$ cat src/rtl/instr_prefetch_pkg.sv
// Shared core constants and the fetch-queue entry layout.
package instr_prefetch_pkg;

    localparam int XLEN = 32;
    localparam logic [XLEN-1:0] NOP = 32'h0000_0013;
    localparam logic [XLEN-1:0] PC_INC = 32'd4;

    typedef struct packed {
        logic [XLEN-1:0] pc;
        logic [XLEN-1:0] instr;
    } fetch_entry_t;

endpackage

$ cat src/rtl/instr_prefetch_sync_fifo.sv
// Power-of-two synchronous FIFO with flush and occupancy count.
module sync_fifo #(
    parameter int DEPTH = 2,
    parameter int WIDTH = 64,
    parameter int CW = $clog2(DEPTH) + 1
) (
    input  logic             clk,
    input  logic             rst,
    input  logic             push,
    input  logic             pop,
    input  logic             flush,
    input  logic [WIDTH-1:0] din,
    output logic [WIDTH-1:0] dout,
    output logic [CW-1:0]    count
);

    localparam int AW = $clog2(DEPTH);

    logic [WIDTH-1:0] mem [DEPTH];
    logic [AW-1:0] rd_ptr;
    logic [AW-1:0] wr_ptr;

    always_ff @(posedge clk) begin
        if (push) begin
            mem[wr_ptr] <= din;
        end
    end

    always_ff @(posedge clk or posedge rst) begin
        if (rst) begin
            rd_ptr <= '0;
            wr_ptr <= '0;
            count  <= '0;
        end else if (flush) begin
            rd_ptr <= '0;
            wr_ptr <= '0;
            count  <= '0;
        end else begin
            if (push) begin
                wr_ptr <= wr_ptr + AW'(1);
            end
            if (pop) begin
                rd_ptr <= rd_ptr + AW'(1);
            end
            count <= count + CW'(push) - CW'(pop);
        end
    end

    assign dout = mem[rd_ptr];

endmodule

$ cat src/rtl/instr_prefetch.sv
// Instruction prefetcher: issues ITCM reads ahead of decode into a small
// queue, kills in-flight responses on redirect.
module instr_prefetch
    import instr_prefetch_pkg::*;
#(
    parameter logic [31:0] RESET_PC = 32'h0000_0000,
    parameter int DEPTH = 2
) (
    input  logic            clk,
    input  logic            rst,
    output logic [XLEN-1:0] itcm_addr,
    output logic            itcm_req,
    input  logic [XLEN-1:0] itcm_datain,
    input  logic            pc_jump,
    input  logic [XLEN-1:0] pc_jump_addr,
    output logic            valid_o,
    input  logic            ready_i,
    output logic [XLEN-1:0] instr_o,
    output logic [XLEN-1:0] pc_o
);

    localparam int CW = $clog2(DEPTH) + 1;
    localparam int OW = CW + 1;
    localparam logic [XLEN-1:0] ALIGN = 32'hFFFF_FFFC;

    logic [XLEN-1:0] fetch_pc;
    logic [XLEN-1:0] req_pc;
    logic            inflight;
    logic [CW-1:0]   count;
    logic            push;
    logic            pop;
    logic            valid;
    logic [OW-1:0]   occupancy;
    fetch_entry_t    entry;
    fetch_entry_t    head;
    logic [2*XLEN-1:0] head_bits;

    // A redirect hides the head immediately so no stale instruction leaks.
    assign valid = (count != '0) && !pc_jump;
    assign pop   = valid && ready_i;
    assign push  = inflight && !pc_jump;

    // Slots promised = queued + in flight; a pop this cycle frees one.
    assign occupancy = OW'(count) + OW'(inflight);
    assign itcm_req  = !rst && !pc_jump
                     && (occupancy < OW'(DEPTH) + OW'(pop));
    assign itcm_addr = fetch_pc;

    always_ff @(posedge clk or posedge rst) begin
        if (rst) begin
            fetch_pc <= RESET_PC & ALIGN;
            req_pc   <= RESET_PC & ALIGN;
            inflight <= 1'b0;
        end else begin
            inflight <= itcm_req;
            if (pc_jump) begin
                fetch_pc <= pc_jump_addr & ALIGN;
            end else if (itcm_req) begin
                fetch_pc <= fetch_pc + PC_INC;
                req_pc   <= fetch_pc;
            end
        end
    end

    assign entry = '{pc: req_pc, instr: itcm_datain};

    sync_fifo #(
        .DEPTH(DEPTH),
        .WIDTH(2 * XLEN)
    ) u_fifo (
        .clk  (clk),
        .rst  (rst),
        .push (push),
        .pop  (pop),
        .flush(pc_jump),
        .din  (entry),
        .dout (head_bits),
        .count(count)
    );

    assign head    = head_bits;
    assign valid_o = valid;
    assign instr_o = valid ? head.instr : NOP;
    assign pc_o    = valid ? head.pc : '0;

endmodule
$ cat config.mk
export PLATFORM = sky130hd
export DESIGN_NAME = instr_prefetch
export DESIGN_NICKNAME = d
export VERILOG_FILES = /design/src/rtl/instr_prefetch_pkg.sv /design/src/rtl/instr_prefetch_sync_fifo.sv /design/src/rtl/instr_prefetch.sv
export SDC_FILE = /design/constraint.sdc
export NUM_CORES = 1
export LEC_CHECK = 0
export CAP_MARGIN = 40
export CORE_MARGIN = 5
export CORE_UTILIZATION = 25
export CTS_BUF_LIST = sky130_fd_sc_hd__clkbuf_4 sky130_fd_sc_hd__clkbuf_8 sky130_fd_sc_hd__clkbuf_16
export DETAILED_ROUTE_END_ITERATION = 16
export DONT_BUFFER_PORTS = 1
export SLEW_MARGIN = 20
export SYNTH_ARGS = -nofsm -noshare
export SYNTH_HDL_FRONTEND = slang
export SYNTH_SLANG_ARGS = --single-unit
$ cat constraint.sdc
create_clock -name clk -period 3.95 [get_ports clk]
set_clock_uncertainty 0.2 [all_clocks]
set_input_delay 0.395 -clock clk [delete_from_list [all_inputs] [get_ports clk]]
set_output_delay 0.395 -clock clk [all_outputs]
set_load 0.01 [all_outputs]
* Word level (Yosys, flattened, before mapping)
Memory sizes are Yosys's and may differ from the RTL's.
Cells that the tools add are included.
** Operators by class
- Add/sub/neg operators :: 7
- $lt $le $gt $ge :: 1
- Multiplexer cells :: 11
- Bitwise logic cells :: 1
- Reduce and logical (&&, ||, !) cells :: 12
** Operator list (count)
- $mux 32 :: 4
- $add 32x3->32 const B :: 1
- $reduce_bool 2->1 :: 4
- $mux 1 :: 6
- $logic_and 1x1->1 :: 5
- $add 2x1->3 :: 1
- $add 2x1->3 const A :: 1
- $lt 3x3->1 :: 1
- $add 1x1->1 const B :: 2
- $add 2x1->2 :: 1
- $logic_not 1->1 :: 2
- $mux 2 :: 1
- $reduce_and 2->1 :: 1
- $sub 2x1->2 :: 1
- $not 1->1 :: 1
** Word-level totals
- Register bits after elaboration :: 69
- RAM bits :: 128
- Input port bits :: 68
- Output and inout port bits :: 98
- Word-level logic and storage cells :: 39
- Memories kept :: 1
** Memories
- u_fifo.mem :: words 2, bits a word 64, rd ports 1, clocked after memory_dff 0, wr ports 1, line instr_prefetch_sync_fifo.sv:19 : logic [WIDTH-1:0] mem [DEPTH];

* Depth between registers and ports, before layout
Gate-level depths: netlist of the first run.
- Depth in word-level cells :: 8
- Gate-level depth with buffers :: 9
- Depth with buffers taken out :: 9

* Hierarchy
A second synthesis of the first run with hierarchy kept.
** Second synthesis, totals
- Cell total of the unflattened synthesis :: 562
- Area, all modules :: 8478.1 µm²
** Modules (own cells, without submodules)
- sync_fifo :: times used 1, cells each 217, area an instance 5028.6 µm², seq. area each 3943.8 µm²
- instr_prefetch :: times used 1, cells each 345, area an instance 3449.6 µm², seq. area each 1526.5 µm²

* Least setup slack after synthesis of the first run
No wires, ideal clock.
- Path type :: input-to-reg
- From :: input port pc_jump
- To :: memory u_fifo.mem[0][0], enable pin
- Library setup time :: 490 ps
- Arrival time :: 3522 ps
- Required time :: 3260 ps
- Path slack :: -261 ps
- Cell stages on the path :: 3
- Path buffers :: 1
- Cells stage by stage :: clkbuf_1 -> nor2b_1 -> nor2b_1
** On the way
- Word-level cells in the longest chain between the ends :: 4
** Ends and longest elaborated chain
- from (decl) :: line instr_prefetch.sv:14 : input logic pc_jump,
- $logic_not 1->1 :: line instr_prefetch.sv:41 : assign push = inflight && !pc_jump;
- $logic_and 1x1->1 :: line instr_prefetch.sv:41
- $mux 1 :: line instr_prefetch_sync_fifo.sv:24 : if (push) begin
- $mux 1 (implied by the code) :: line instr_prefetch_sync_fifo.sv:25 : mem[wr_ptr] <= din;
- to (decl) :: line instr_prefetch_sync_fifo.sv:19
Every way passes these cells.

* Worst setup path in the final report of the first run
- From :: register u_fifo.count[0]
- To :: output port itcm_req
** On the way
- Word-level cells in the longest chain between the ends :: 6
- Elaborated cells between the ends (all ways) :: 7
- Classes of those cells :: add/sub (2); order compare (1); reduce/logical (4)
** Ends and longest elaborated chain
- from (decl) :: line instr_prefetch_sync_fifo.sv:14 : output logic [CW-1:0] count
- from (signal assigned) :: line instr_prefetch_sync_fifo.sv:45 : count <= count + CW'(push) - CW'(pop);
- $reduce_bool 2->1 :: line instr_prefetch.sv:39 : assign valid = (count != '0) && !pc_jump;
- $logic_and 1x1->1 :: line instr_prefetch.sv:39
- $logic_and 1x1->1 :: line instr_prefetch.sv:40 : assign pop = valid && ready_i;
- $add 2x1->3 :: line instr_prefetch.sv:46 : && (occupancy < OW'(DEPTH) + OW'(pop));
- $lt 3x3->1 (*) :: line instr_prefetch.sv:46
- $logic_and 1x1->1 (*) :: line instr_prefetch.sv:46
- to (decl) :: line instr_prefetch.sv:12 : output logic itcm_req,
Mark *: on every way between the ends. The rest lies on a longest branch, timed or not.

==> impl_metrics.csv, run 1 <==
group,metric,value,unit
floorplan,total_die_area,35100,sq um
worst_hold_path,hold_end,"itcm_addr[23]$_DFFE_PP0P_",
worst_hold_path,min_from,"pc_jump",
logic_synthesis,yosys_most_used_dff,"sky130_fd_sc_hd__edfxtp_1",
logic_synthesis,synthDistinctLibCells,44,
timing,final.setup.worst_slack,1.05,ns
clock_tree,cts_buffer_depth,2,
route,detail_route.drc_violations,0,
logic_synthesis,synth_cells,561,
timing,setup_tns_after_final_layout,0,ns
global_routing,grt_overflow,0,
cells_and_area,multiInputGateArea,2380,sq um
global_routing,grt_pass1_wl,30300,um
clock_tree,htreeDepth,4,
cells_and_area,area_growth,22.2,%
worst_setup_path,timing.reg2reg.worst_path_depth,6,
clock_tree,cts.repair_timing.setup_buffer_count,0,
cells_and_area,layout_commonest_cell,"sky130_fd_sc_hd__edfxtp_1",
logic_synthesis,post_synth_edffs,124,
route,finalWirelength,19700,um
worst_setup_path,crit_path_start,"u_fifo.count[0]$_DFF_PP0_",
cells_and_area,fillCellCount,3109,
logic_synthesis,mean_cell_area_of_the_mapped_netlist,14.0,sq um
worst_hold_path,worst_hold_path.num_cells,3,
timing,fin_crit,2.90,ns
power_and_ir_drop,p_per_area,490,nW/um^2
worst_setup_path,r2r_slack,1.38,ns
clock_tree,ctsRootBufferMaster,"sky130_fd_sc_hd__clkbuf_16",
timing,achievable-frequency,0.345,GHz
clock_tree,num_cts_buffers,17,
global_routing,grt_max_degree,60,
place,place.port_buffers,0,
floorplan,floorplan.die.width,187,um
global_routing,grt_pass1_vias,4643,
worst_setup_path,worstReg2RegStart,"u_fifo.count[0]$_DFF_PP0_",
place,post_dp_cell_area,8370,sq um
route,drtAntennaViolNets,0,
clock_tree,ctsHoldBuffers,64,
route,drt_pass1_iterations,5,
worst_setup_path,cp_slowest_cell,"sky130_fd_sc_hd__dfrtp_1",
place,finalWeightedCongestion,0.729,
worst_setup_path,worst_ep_required_time,3.36,ns
floorplan,placement_rows,65,
clock_tree,clock_insertion_delay_worst_skew,0.44,ns
timing,fin_hold_ws,0.0391,ns
worst_setup_path,timing.rr.end,"itcm_addr[31]$_DFFE_PP0P_",
global_routing,groute.usage.overall,11.3,%
cells_and_area,sequential_cell_area,5350,sq um
floorplan,chipHeight,187,um
logic_synthesis,synth.yosys.warnings,0,
worst_setup_path,slowest_delay,0.45,ns
cells_and_area,drive_above_1_share,13.5,%
logic_synthesis,synth-seq-cells,189,
logic_synthesis,netlist_area,7860,sq um
clock_tree,cts.sink_count,189,
timing,worst_pin_slew,0.733,ns
run_status,result_of_the_run,"completed",
worst_setup_path,path_delay_family,"buffers and inverters",
power_and_ir_drop,p_total,4710,uW
power_and_ir_drop,total_leakage_power,0.00333,uW
floorplan,top_level_ports,166,
worst_setup_path,worstPathCellList,"ha_1 > ha_1 > o21ai_4 > nand2_2 > buf_4 > inv_1",
timing,final_max_slew_viol_count,0,
worst_setup_path,critical_path.n_buffers_inverters,2,
floorplan,floorplan.initialDensity,25.1,%
floorplan,core-area,31300,sq um
route,first_iter_violations,269,
worst_setup_path,arrival,2.30,ns
place,place_ws,1.40,ns
worst_setup_path,timing_worst_setup_path_type,"flop to output port",
run,max-cap-violations,0,
route,viasPerCell,4.45,
timing,layout_worst_path_cycle_share,73.4,%
global_routing,number_of_antenna_violations_at_the_first_check_in_global_routing,1,
timing,grt_setup_unrepaired,"false",
logic_synthesis,async_flop_share,34.4,%
worst_setup_path,critPathLaunchType,"flop",
clock_tree,cts_repair_resize_count,0,
clock_tree,cts.reportedPaths.clkPinSlew,0.08,ns
place,hpwlAfterDp,13000,um
clock_tree,tritoncts,"built",
timing,report.final.setup_viol,0,
worst_setup_path,end_kind,"output port",
logic_synthesis,seq_area_frac_synth,68.1,%
timing,max-slew-margin-rel,51.0,%
cells_and_area,final_area,9600,sq um
cells_and_area,layout.cells.most_common_list,"sky130_fd_sc_hd__edfxtp_1 (124), sky130_fd_sc_hd__nor2_1 (68), sky130_fd_sc_hd__dfrtp_1 (64)",
route,route.detailed.wl_per_inst,18.9,um
power_and_ir_drop,max-vdd-ir-drop,0.000285,V
cells_and_area,layout.nets,696,
worst_hold_path,hold_path_class,"primary input to flop",
worst_setup_path,path_common_cell,"sky130_fd_sc_hd__ha_1",
worst_setup_path,worst-path-max-fanout,31,
route,detailroute.via_count,4622,
timing,timing_hold_violations_final,0,
worst register-to-register path: cells and delay by family (launching register included):
kind / cells / cell delay (ns)
DFF: 1 / 0.45
adders and majority gates: 2 / 0.44
and+or+nand+nor: 3 / 1.16
AOI/OAI and AO/OA: 1 / 0.24
per-layer routing:
layer | GRT usage (%) | vias to the layer above | part of all wire, %
li1 | - | 2164 | -
met1 | 14.6 | 2304 | 44
met5 | 0 | - | 0
met4 | 2.65 | 0 | 0.94
met2 | 18.0 | 139 | 48
met3 | 4.29 | 15 | 7.9
synthesized netlist by cell type, types with 2 or more instances:
master                     count  area share (%)
sky130_fd_sc_hd__a31oi_1       3            0.24
sky130_fd_sc_hd__nor2_1       68             3.2
sky130_fd_sc_hd__xnor2_1      10             1.1
sky130_fd_sc_hd__buf_2         2            0.13
sky130_fd_sc_hd__buf_4         4            0.38
sky130_fd_sc_hd__edfxtp_1    124              47
sky130_fd_sc_hd__and4_1        3            0.33
sky130_fd_sc_hd__nor4_1        4            0.32
sky130_fd_sc_hd__and2_1        7            0.56
sky130_fd_sc_hd__inv_1         5            0.24
sky130_fd_sc_hd__nand4b_1      2            0.22
sky130_fd_sc_hd__or3_1         3            0.24
sky130_fd_sc_hd__dfrtp_1      65              21
sky130_fd_sc_hd__o211ai_1      6            0.57
sky130_fd_sc_hd__nand4_1      15             1.2
sky130_fd_sc_hd__mux2i_1      63             8.0
sky130_fd_sc_hd__nor2b_1       3            0.24
sky130_fd_sc_hd__buf_1         7            0.33
sky130_fd_sc_hd__clkbuf_1     19            0.91
sky130_fd_sc_hd__ha_1          5            0.80
sky130_fd_sc_hd__xor2_1       16             1.8
sky130_fd_sc_hd__o21ai_0      26             1.7
sky130_fd_sc_hd__nand2_1      35             1.7
sky130_fd_sc_hd__mux2_2       33             4.7
sky130_fd_sc_hd__nand3_1       8            0.51
sky130_fd_sc_hd__and3_1        7            0.56
flip-flops by register name (all words and copies together), names as in the netlist:
name           flops
u_fifo.rd_ptr      1
itcm_addr         30
inflight           1
u_fifo.mem       124
u_fifo.count       2
u_fifo.wr_ptr      1
req_pc            30
per-stage QoR:
step / util, % / instances
CTS: 30.7 / 1038
detailed placement: 26.7 / 942
finish: 30.7 / 1039
global placement: 26.6 / 940
floorplan: - / 564
global route: 30.7 / 1039
area by class of cell:
class / instances / share of cell area (%)
Timing Repair Buffer: 72 / 7.87
Inverter: 6 / 0.248
Clock buffer: 19 / 4.77
Clock inverter: 13 / 1.28
Antenna cell: 1 / 0.0261
Sequential cell: 189 / 55.8
Tap cell: 402 / 5.24
Multi-Input combinational cell: 337 / 24.8
worst max-delay path by stage:
stage | endpoint | slack [ns] | cells past startpoint
global placement | itcm_addr[27]$_DFFE_PP0P_ | 1.44 | 5
finish | itcm_req | 1.05 | 6
floorplan | u_fifo.mem[0][0]$_DFFE_PP_ | 0.92 | 3
CTS | itcm_req | 0.99 | 6
detailed placement | itcm_addr[27]$_DFFE_PP0P_ | 1.40 | 6
global route | itcm_req | 0.86 | 6
power by group:
group	total, uW	leakage [uW]	switching [uW]	internal, uW
registers	2510	0.00191	188	2320
clock network	1690	0.000292	809	880
logic	507	0.00112	265	241
total	4710	0.00333	1260	3440
kinds of logic after synthesis:
logic type | synth area share (%)
flops | 68.1
simple gates | 10.2
mux | 12.8
compound gates | 3.12
buf+inv | 2.04
xor+xnor | 2.90
fa+ha+maj | 0.796
other cells | 0.0477
No activity file was read; power rests on OpenSTA's default activity.
==> run 2: changes to the inputs <==
==> constraint.sdc (replaced) <==
create_clock -name clk -period 2.8 [get_ports clk]
set_clock_uncertainty 0.2 [all_clocks]
set_input_delay 0.28 -clock clk [delete_from_list [all_inputs] [get_ports clk]]
set_output_delay 0.28 -clock clk [all_outputs]
set_load 0.01 [all_outputs]
==> run 2 against run 1 <==
Effect of this change: highest routed layer unchanged; non-clock buffer count rose by 14; wire length rose by 0.72%; core utilization rose by 0.52 points; largest cell class unchanged.
==> impl_metrics.csv, run 2 (synthesis results as in run 1) <==
group,metric,value,unit
worst_setup_path,timing_worst_setup_path_type,"flop to flop",
timing,final.setup.worst_slack,0.175,ns
cells_and_area,layout.cells.most_common_list,"sky130_fd_sc_hd__edfxtp_1 (124), sky130_fd_sc_hd__nor2_1 (68), sky130_fd_sc_hd__dlygate4sd3_1 (65)",
route,detail_route.drc_violations,0,
clock_tree,clock_insertion_delay_worst_skew,0.44,ns
worst_setup_path,path_common_cell,"sky130_fd_sc_hd__ha_1",
floorplan,core-area,31300,sq um
power_and_ir_drop,p_total,6670,uW
timing,fin_hold_ws,0.0415,ns
worst_setup_path,slowest_delay,0.55,ns
cells_and_area,largest_register_ffs,124,
place,finalWeightedCongestion,0.710,
cells_and_area,area_growth,24.3,%
clock_tree,num_cts_buffers,17,
global_routing,grt_pass1_vias,4623,
global_routing,grt_overflow,0,
worst_setup_path,cp_slowest_cell,"sky130_fd_sc_hd__dlygate4sd3_1",
timing,report.final.setup_viol,0,
floorplan,placement_rows,65,
power_and_ir_drop,total_leakage_power,0.00340,uW
timing,worst_pin_slew,0.743,ns
worst_setup_path,arrival,2.75,ns
floorplan,floorplan.die.width,187,um
cells_and_area,layout_commonest_cell,"sky130_fd_sc_hd__edfxtp_1",
clock_tree,ctsRootBufferMaster,"sky130_fd_sc_hd__clkbuf_16",
timing,layout_worst_path_cycle_share,93.7,%
timing,fin_crit,2.62,ns
global_routing,number_of_antenna_violations_at_the_first_check_in_global_routing,2,
route,route.detailed.wl_per_inst,18.8,um
timing,grt_setup_unrepaired,"false",
route,drt_pass1_iterations,4,
run_status,result_of_the_run,"completed",
worst_setup_path,worstPathCellList,"o21ai_4 > clkinvlp_4 > and2_1 > ha_1 > inv_1 > ha_1 > nor2b_1 > dlygate4sd3_1",
run,max-cap-violations,0,
worst_hold_path,hold_path_class,"primary input to flop",
power_and_ir_drop,p_per_area,683,nW/um^2
timing,achievable-frequency,0.381,GHz
floorplan,top_level_ports,166,
place,place_ws,0.261,ns
timing,max-slew-margin-rel,50.5,%
route,first_iter_violations,253,
clock_tree,tritoncts,"built",
floorplan,total_die_area,35100,sq um
power_and_ir_drop,max-vdd-ir-drop,0.000368,V
worst_setup_path,worst_ep_required_time,2.92,ns
cells_and_area,layout.nets,710,
route,finalWirelength,19800,um
global_routing,grt_max_degree,60,
timing,setup_tns_after_final_layout,0,ns
route,viasPerCell,4.45,
timing,final_max_slew_viol_count,0,
floorplan,floorplan.initialDensity,25.1,%
floorplan,chipHeight,187,um
clock_tree,cts.sink_count,189,
timing,timing_hold_violations_final,0,
place,hpwlAfterDp,12900,um
worst_setup_path,worst-path-max-fanout,5,
global_routing,groute.usage.overall,11.1,%
global_routing,grt_pass1_wl,29800,um
place,place.port_buffers,0,
worst_setup_path,end_kind,"flop",
route,detailroute.via_count,4689,
clock_tree,cts.reportedPaths.clkPinSlew,0.08,ns
clock_tree,htreeDepth,4,
cells_and_area,largest-register,"u_fifo.mem",
cells_and_area,final_core_utilization,31.2,%
clock_tree,cts_buffer_depth,2,
worst_setup_path,critPathLaunchType,"flop",
clock_tree,cts.repair_timing.setup_buffer_count,0,
cells_and_area,drive_above_1_share,15.2,%
route,drtAntennaViolNets,0,
[run 2: changes by cell type in the layout (fill, tap and decap cells not counted), moves of 2 or more]
cell and change:
sky130_fd_sc_hd__buf_4 +7, sky130_fd_sc_hd__buf_12 +3, sky130_fd_sc_hd__clkinvlp_4 +2, sky130_fd_sc_hd__dlygate4sd3_1 +2, sky130_fd_sc_hd__inv_6 +2
[run 2: what timing repair did]
action                                  in CTS  in global routing
hold endpoints to repair                   163                  0
gates resized for setup                      0                  4
endpoints found under the setup margin       0                  4
hold buffers                                68                  0
[run 2: critical path, delay by kind of cell, from the launching register on]
family,cells,cell delay [ns]
AOI/OAI and AO/OA,1,0.20
adders and majority gates,2,0.52
buffers and inverters,3,0.80
DFF,1,0.45
and+or+nand+nor,2,0.35
[run 2: area by class of cell]
type	count	area (sq um)
Fill cell	3096	21500
Sequential cell	189	5350
Multi-Input combinational cell	337	2390
Timing Repair Buffer	86	910
Tap cell	402	503
Clock buffer	19	458
Clock inverter	13	121
Inverter	6	27.5
Antenna cell	2	5.00
[run 2: where the power goes]
group | switching [uW] | internal [uW]
combinational | 402 | 366
sequential | 249 | 3280
clock | 1130 | 1240
[run 2: final timing paths]
| kind | from | to | slack (ns) | cells past startpoint |
|---|---|---|---|---|
| setup / recovery | u_fifo.count[0]$_DFF_PP0_ | u_fifo.count[0]$_DFF_PP0_ | 0.18 | 8 |
| hold / removal | pc_jump | itcm_addr[11]$_DFFE_PP0P_ | 0.04 | 4 |
| setup reg to reg | u_fifo.count[0]$_DFF_PP0_ | u_fifo.count[0]$_DFF_PP0_ | 0.18 | 8 |
| hold reg to reg | req_pc[17]$_DFFE_PP0P_ | u_fifo.mem[0][49]$_DFFE_PP_ | 0.26 | 0 |
| max in group asynchronous | rst | req_pc[15]$_DFFE_PP0P_ | 1.73 | 3 |
| min in group asynchronous | rst | itcm_addr[2]$_DFFE_PP0P_ | 0.07 | 2 |
[run 2: per-layer routing]
metal / global-route usage, % / vias up / routed length (um)
met2: 17.7 / 143 / 9200
met3: 4.03 / 20 / 1560
li1: - / 2194 / -
met4: 3.16 / 0 / 214
met5: 0 / - / 0
met1: 14.4 / 2332 / 8850
[run 2: metrics by stage]
stage               cell area (sq um)  cells
CTS                              9720   1051
finish                           9760   1054
detailed placement               8440    951
floorplan                        7880    564
global route                     9760   1054
global placement                 8420    950
==> run 3: changes to the inputs <==
--- a/config.mk
+++ b/config.mk
@@ -9,6 +9,7 @@
 export CORE_MARGIN = 5
 export CORE_UTILIZATION = 25
 export CTS_BUF_LIST = sky130_fd_sc_hd__clkbuf_4 sky130_fd_sc_hd__clkbuf_8 sky130_fd_sc_hd__clkbuf_16
+export CTS_CLUSTER_SIZE = 28
 export DETAILED_ROUTE_END_ITERATION = 16
 export DONT_BUFFER_PORTS = 1
 export SLEW_MARGIN = 20
==> results of run 3 <==
No change in the layout: final DEF, timing and power equal those of run 2.
